<file path="src/rtl/uart_pkg.sv">
// Shared UART definitions: receiver state encoding, 8N1 framing constants
// and the bit-period helper used to size the receiver counters.
package uart_pkg;

  localparam int unsigned DATA_BITS = 8;
  localparam int unsigned STOP_BITS = 1;

  typedef enum logic [1:0] {
    IDLE  = 2'd0,
    START = 2'd1,
    DATA  = 2'd2,
    STOP  = 2'd3
  } rx_state_e;

  // System clocks per UART bit (integer division, truncates).
  function automatic int unsigned clks_per_bit(input int unsigned freq,
                                               input int unsigned baud);
    return freq / baud;
  endfunction

endpackage

</file>
<file path="src/rtl/uart_rx_core.sv">
// 8N1 UART receiver with a two-flop input synchroniser.
//   clk, rst   : system clock, synchronous active-high reset
//   rx         : asynchronous UART line, idle high
//   rx_s       : synchronised line level (for other logic on the same tap)
//   rx_data    : last correctly framed byte
//   rx_valid   : one-cycle strobe, rx_data valid in the same cycle
//   frame_err  : one-cycle strobe when the stop bit is sampled low
module uart_rx_core
  import uart_pkg::*;
#(
  parameter int unsigned CLKS_PER_BIT = 16
) (
  input  logic                 clk,
  input  logic                 rst,
  input  logic                 rx,
  output logic                 rx_s,
  output logic [DATA_BITS-1:0] rx_data,
  output logic                 rx_valid,
  output logic                 frame_err
);

  localparam int unsigned CNT_W = $clog2(CLKS_PER_BIT) + 1;
  localparam int unsigned BIT_W = $clog2(DATA_BITS) + 1;

  localparam logic [CNT_W-1:0] HALF_LAST = CNT_W'(CLKS_PER_BIT / 2 - 1);
  localparam logic [CNT_W-1:0] BIT_LAST  = CNT_W'(CLKS_PER_BIT - 1);
  localparam logic [BIT_W-1:0] LAST_BIT  = BIT_W'(DATA_BITS - 1);

  // Mid-bit sampling needs a few clocks per bit to be meaningful.
  if (CLKS_PER_BIT < 4) begin : g_cpb_check
    $error("uart_rx_core: CLKS_PER_BIT must be at least 4");
  end

  logic                 sync1_q;
  logic                 sync2_q;
  rx_state_e            state_q,   state_d;
  logic [CNT_W-1:0]     clk_cnt_q, clk_cnt_d;
  logic [BIT_W-1:0]     bit_cnt_q, bit_cnt_d;
  logic [DATA_BITS-1:0] shift_q,   shift_d;
  logic [DATA_BITS-1:0] data_q,    data_d;
  logic                 valid_q,   valid_d;
  logic                 ferr_q,    ferr_d;
  logic                 armed_q,   armed_d;

  // Synchroniser and receiver state registers.
  always_ff @(posedge clk) begin
    if (rst) begin
      sync1_q   <= 1'b1;
      sync2_q   <= 1'b1;
      state_q   <= IDLE;
      clk_cnt_q <= '0;
      bit_cnt_q <= '0;
      shift_q   <= '0;
      data_q    <= '0;
      valid_q   <= 1'b0;
      ferr_q    <= 1'b0;
      armed_q   <= 1'b1;
    end else begin
      sync1_q   <= rx;
      sync2_q   <= sync1_q;
      state_q   <= state_d;
      clk_cnt_q <= clk_cnt_d;
      bit_cnt_q <= bit_cnt_d;
      shift_q   <= shift_d;
      data_q    <= data_d;
      valid_q   <= valid_d;
      ferr_q    <= ferr_d;
      armed_q   <= armed_d;
    end
  end

  // Next-state and strobe logic for the frame decoder.
  always_comb begin
    state_d   = state_q;
    clk_cnt_d = clk_cnt_q;
    bit_cnt_d = bit_cnt_q;
    shift_d   = shift_q;
    data_d    = data_q;
    valid_d   = 1'b0;
    ferr_d    = 1'b0;
    armed_d   = armed_q;

    // A high line re-arms start detection after a frame error.
    if (sync2_q) begin
      armed_d = 1'b1;
    end

    unique case (state_q)
      IDLE: begin
        if (armed_q && !sync2_q) begin
          state_d   = START;
          clk_cnt_d = '0;
        end
      end

      START: begin
        if (clk_cnt_q == HALF_LAST) begin
          clk_cnt_d = '0;
          if (!sync2_q) begin
            state_d   = DATA;
            bit_cnt_d = '0;
          end else begin
            // Line bounced back high before mid-start: treat as a glitch.
            state_d = IDLE;
          end
        end else begin
          clk_cnt_d = CNT_W'(clk_cnt_q + 1'b1);
        end
      end

      DATA: begin
        if (clk_cnt_q == BIT_LAST) begin
          clk_cnt_d = '0;
          shift_d   = {sync2_q, shift_q[DATA_BITS-1:1]};
          bit_cnt_d = BIT_W'(bit_cnt_q + 1'b1);
          if (bit_cnt_q == LAST_BIT) begin
            state_d = STOP;
          end
        end else begin
          clk_cnt_d = CNT_W'(clk_cnt_q + 1'b1);
        end
      end

      STOP: begin
        if (clk_cnt_q == BIT_LAST) begin
          clk_cnt_d = '0;
          state_d   = IDLE;
          if (sync2_q) begin
            data_d  = shift_q;
            valid_d = 1'b1;
          end else begin
            // Disarm so a held-low line cannot generate a stream of frames.
            ferr_d  = 1'b1;
            armed_d = 1'b0;
          end
        end else begin
          clk_cnt_d = CNT_W'(clk_cnt_q + 1'b1);
        end
      end

      default: begin
        state_d = IDLE;
      end
    endcase
  end

  assign rx_s      = sync2_q;
  assign rx_data   = data_q;
  assign rx_valid  = valid_q;
  assign frame_err = ferr_q;

endmodule

</file>
<file path="src/rtl/uart_break_reset.sv">
// Taps the host-to-board UART line, decodes 8N1 bytes for debug and turns a
// long UART break into an active-low board reset held for a fixed time after
// the line returns high.
//   clk, rst   : system clock, synchronous active-high reset
//   ftdi_rx    : asynchronous UART line from the host, idle high
//   board_rst  : active-low board reset (1 = run, 0 = reset)
//   rx_data    : last received byte
//   rx_valid   : one-cycle strobe, rx_data valid in the same cycle
//   frame_err  : one-cycle strobe on a low stop bit
//   break_det  : one-cycle strobe when a break is first recognised
module uart_break_reset
  import uart_pkg::*;
#(
  parameter int unsigned CLK_FREQ_HZ   = 100000000,
  parameter int unsigned BAUD          = 115200,
  parameter int unsigned BREAK_BITS    = 20,
  parameter int unsigned RST_HOLD_CLKS = 100000
) (
  input  logic                 clk,
  input  logic                 rst,
  input  logic                 ftdi_rx,
  output logic                 board_rst,
  output logic [DATA_BITS-1:0] rx_data,
  output logic                 rx_valid,
  output logic                 frame_err,
  output logic                 break_det
);

  localparam int unsigned CLKS_PER_BIT = clks_per_bit(CLK_FREQ_HZ, BAUD);
  localparam int unsigned BREAK_CLKS   = BREAK_BITS * CLKS_PER_BIT;
  localparam int unsigned LOW_W        = $clog2(BREAK_CLKS) + 1;
  localparam int unsigned HOLD_W       = $clog2(RST_HOLD_CLKS) + 1;

  localparam logic [LOW_W-1:0]  LOW_MAX   = LOW_W'(BREAK_CLKS);
  localparam logic [LOW_W-1:0]  LOW_LAST  = LOW_W'(BREAK_CLKS - 1);
  localparam logic [HOLD_W-1:0] HOLD_LOAD = HOLD_W'(RST_HOLD_CLKS);

  logic              rx_s;
  logic [LOW_W-1:0]  low_cnt_q;
  logic [HOLD_W-1:0] hold_cnt_q;
  logic              board_rst_q;
  logic              break_det_q;
  logic              break_active;

  uart_rx_core #(
    .CLKS_PER_BIT (CLKS_PER_BIT)
  ) u_rx_core (
    .clk       (clk),
    .rst       (rst),
    .rx        (ftdi_rx),
    .rx_s      (rx_s),
    .rx_data   (rx_data),
    .rx_valid  (rx_valid),
    .frame_err (frame_err)
  );

  assign break_active = (low_cnt_q == LOW_MAX);

  // Break detector (saturating low-time counter) and reset stretcher.
  always_ff @(posedge clk) begin
    if (rst) begin
      low_cnt_q   <= '0;
      hold_cnt_q  <= '0;
      board_rst_q <= 1'b1;
      break_det_q <= 1'b0;
    end else begin
      if (rx_s) begin
        low_cnt_q <= '0;
      end else if (!break_active) begin
        low_cnt_q <= LOW_W'(low_cnt_q + 1'b1);
      end

      // Strobe coincides with the counter reaching saturation.
      break_det_q <= !rx_s && (low_cnt_q == LOW_LAST);

      if (break_active) begin
        hold_cnt_q <= HOLD_LOAD;
      end else if (hold_cnt_q != '0) begin
        hold_cnt_q <= HOLD_W'(hold_cnt_q - 1'b1);
      end

      board_rst_q <= !(break_active || (hold_cnt_q != '0));
    end
  end

  assign board_rst = board_rst_q;
  assign break_det = break_det_q;

endmodule

</file>
<file path="config.mk">
export PLATFORM = sky130hd
export DESIGN_NAME = uart_break_reset
export DESIGN_NICKNAME = d
export VERILOG_FILES = /design/src/rtl/uart_pkg.sv /design/src/rtl/uart_rx_core.sv /design/src/rtl/uart_break_reset.sv
export SDC_FILE = /design/constraint.sdc
export NUM_CORES = 1
export LEC_CHECK = 0
export BUFFER_PORTS_ARGS = -buffer_cell sky130_fd_sc_hd__buf_4
export CAP_MARGIN = 20
export CORE_UTILIZATION = 48
export CTS_CLUSTER_DIAMETER = 80
export DETAILED_ROUTE_END_ITERATION = 12
export GPL_TIMING_DRIVEN = 0
export PLACE_DENSITY = 0.76
export SYNTH_ARGS = -nofsm -noshare
export SYNTH_HDL_FRONTEND = slang
export SYNTH_HIERARCHICAL = 1
export SYNTH_SLANG_ARGS = --single-unit
</file>
<file path="constraint.sdc">
create_clock -name clk -period 2.08 [get_ports clk]
set_clock_uncertainty 0.15 [all_clocks]
set_input_delay 0.208 -clock clk [delete_from_list [all_inputs] [get_ports clk]]
set_output_delay 0.208 -clock clk [all_outputs]
set_load 0.01 [all_outputs]
</file>
==> run metrics <==
FILL cells=632; Core ar.=0.006944 mm^2; CTS H-Tree Depth=3; Antenna Cells=0; Max Buffers Root-to-Sink=2; fin crit share=1.013; WHS=101.9 ps; Area contributors post-synth=dfxtp_1 (42%), nor2_1 (4.7%), a21oi_1 (3.7%); Worst EP arrival=2190 ps; IO Port Bufs=14; Routed wire per std cell=14.13 um; post-DP HPWL=4927 um; Die Area=0.007719 mm^2; chip height=87.86 um; Synth warnings=6; RSZ-0062 raised after global routing=true; Crit Path Category=flip-flop to flip-flop; Final Critical Period=2107 ps; post-synthesis area per instance=8.846 um^2; top_reg_cell synth=dfxtp_1; count of final setup violators=1; slack of the critical path=-27.11 ps; setup TNS=-27.11 ps; Critical-path top delay cell=or4b_4; worst-path fanout max=3; Post-Route WL=7543 um; Hold Path Class=input pin to flip-flop; drt initial violations=134; max_cap viols=0; initial antenna violation count=0; Final Hold Viols=0; Post-synth EDFFs=0; CTS tree=built; Async SR Flop Fraction=0; Util after Layout=0.5933; starting density of the core=0.5095; vias=2,963; number of global-route vias before repair=2,802; total track usage=0.2103; Place WS=-165.7 ps; Synth Cell Area=0.003538 mm^2; R2R cell count=5; width of the die=87.86 um; CTS Sinks=74; synthesized net count=410; CTS Root Cell=clkbuf_8; Num CTS Buffers=9; Cell variety after synth=57; ANT nets after route=0; Leak=0.001477 uW; Yosys top cell by area=dfxtp_1; Worst Tran Pin Value=525.5 ps; area grow syn2layout=16.44%; first-pass GRT wire length=12,740 um; I/O Pins=15; crit start category=flip-flop; share of the synthesized area in the top cell type=0.4187; sequential area share after synthesis=0.4187; maximum VDD drop=0.5891 mV; GP Congestion=0.8292; Finished Layout Cells=534; Total Nets Final=443; pwr dens=1128 mW/mm^2; crit-path cells=or3_4 -> or3b_4 -> or4b_4 -> xor2_2 -> nor2_2; cells after synthesis=400; failing checks=negative setup slack; total gr overflow=0; FMAX=474.6 MHz; Hold Path Cell Cnt=4; row count=30; share of layout cells above drive strength 1=0.1918; CP Capture Type=flip-flop; vias per cell=5.549; status=finished, violations left; slew margin rel.=0.6496; Final Max Slew Viols=0; first-pass detailed-route iteration total=4; CP Data Required Time=2170 ps; slowest cell delay on critical path=510 ps; residual DRC count=0; Clock Latency Late Sink=350 ps; largest net degree at the start of global routing=12; Clock transition at path regs=80 ps; flops & latches, synth=74; DP Cell Count=510
-- state kept, by name, summed over array words and instances (netlist names), 4 cells and up, named ones only --
signal,flops
u_rx_core/rx_data,8
low_cnt_q,16
u_rx_core/shift_q,8
u_rx_core/bit_cnt_q,4
u_rx_core/clk_cnt_q,11
hold_cnt_q,18
-- worst paths after layout --
path	from	end	slack [ps]
worst min-delay path	rst	u_rx_core/bit_cnt_q[3]	100
worst min register to register	u_rx_core/sync1_q	u_rx_core/rx_s	270
worst max-delay path	hold_cnt_q[4]	hold_cnt_q[12]	-30
worst max register to register	hold_cnt_q[4]	hold_cnt_q[12]	-30
-- critical path, delay by kind of cell, from the launching register on --
family           cells  cell delay (ps)
AND/OR/NAND/NOR      4             1360
flip-flops           1              330
XOR/XNOR             1              160
-- area by class of cell --
type / count / area (um^2) / area share
clock buffers: 14 / 152.6 / 0.03705
flip-flops and latches: 74 / 1496 / 0.3632
clock inverters: 2 / 12.51 / 0.003037
well taps: 96 / 120.1 / 0.02915
multi-input cells: 301 / 2054 / 0.4986
plain buffers: 13 / 60.06 / 0.01458
repair buffers: 25 / 190.2 / 0.04616
inverters: 9 / 33.78 / 0.008199
-- metal layers --
layer | GRT usage | vias to the layer above | share of wire
li1 | - | 1500 | -
met4 | 0.07004 | 0 | 0.011
met1 | 0.2636 | 1418 | 0.47
met5 | 0 | - | 0
met3 | 0.05561 | 12 | 0.028
met2 | 0.3510 | 33 | 0.49
-- repair_timing --
| item | CTS | global route |
|---|---|---|
| buffers inserted | 6 | 4 |
| endpoints found under the hold margin | 1 | 0 |
| endpoints found under the setup margin | 26 | 35 |
| pin swaps | 5 | 10 |
| gates resized for setup | 15 | 21 |
| hold buffers | 1 | 0 |
-- stage by stage --
step,area (um^2),power (uW)
finish,4120,4647
global route,4120,4939
CTS,4031,4447
detailed placement,3764,3333
global placement,3764,3276
floorplan,3538,3032
-- report_power, final --
part,switching (uW),internal (uW)
logic,978,868
registers,213,1620
clock network,501,466
-- cell usage after synthesis, drive strengths merged (4+ instances only) --
| master | count |
|---|---|
| mux2i | 12 |
| nand3b | 6 |
| nand3 | 18 |
| xnor2 | 10 |
| nand2 | 32 |
| a21oi | 27 |
| or4 | 5 |
| o31a | 4 |
| ha | 7 |
| o21ai | 14 |
| and2 | 5 |
| nand2b | 6 |
| a31oi | 5 |
| or3 | 7 |
| xor2 | 14 |
| nand4 | 8 |
| dfxtp | 74 |
| nor2 | 45 |
| a211oi | 4 |
| nor3 | 12 |
| or2 | 5 |
| nor2b | 6 |
| nor4 | 12 |
| clkbuf | 13 |
| inv | 9 |
| o22ai | 7 |
-- cell usage in the layout (no fill, tap or decap), types with 6 or more instances in the layout --
| master | instances |
|---|---|
| dfxtp_1 | 66 |
| nor2_1 | 43 |
| nand2_1 | 32 |
| a21oi_1 | 26 |
| buf_4 | 25 |
| nand3_1 | 18 |
| o21ai_0 | 14 |
| xor2_1 | 13 |
| clkbuf_1 | 12 |
| mux2i_1 | 12 |
| nor3_1 | 11 |
| xnor2_1 | 10 |
| clkbuf_8 | 10 |
| inv_1 | 9 |
| nand4_1 | 8 |
| o22ai_1 | 7 |
| nor2b_1 | 6 |
| nor4_1 | 6 |
| dfxtp_2 | 6 |
-- logic make-up (layout without fill, tap and decap cells) --
logic type                 after synthesis  in the layout  synth area share
adders and majority gates                7              7           0.02475
AOI/OAI and AO/OA                       69             69            0.1262
buffers and inverters                   25             63           0.02723
xor gates and xnor gates                24             24           0.05941
muxes                                   14             14           0.04031
DFF                                     74             74            0.4187
and+or+nand+nor                        187            187            0.3034
Power figures use the tool's default switching activity.
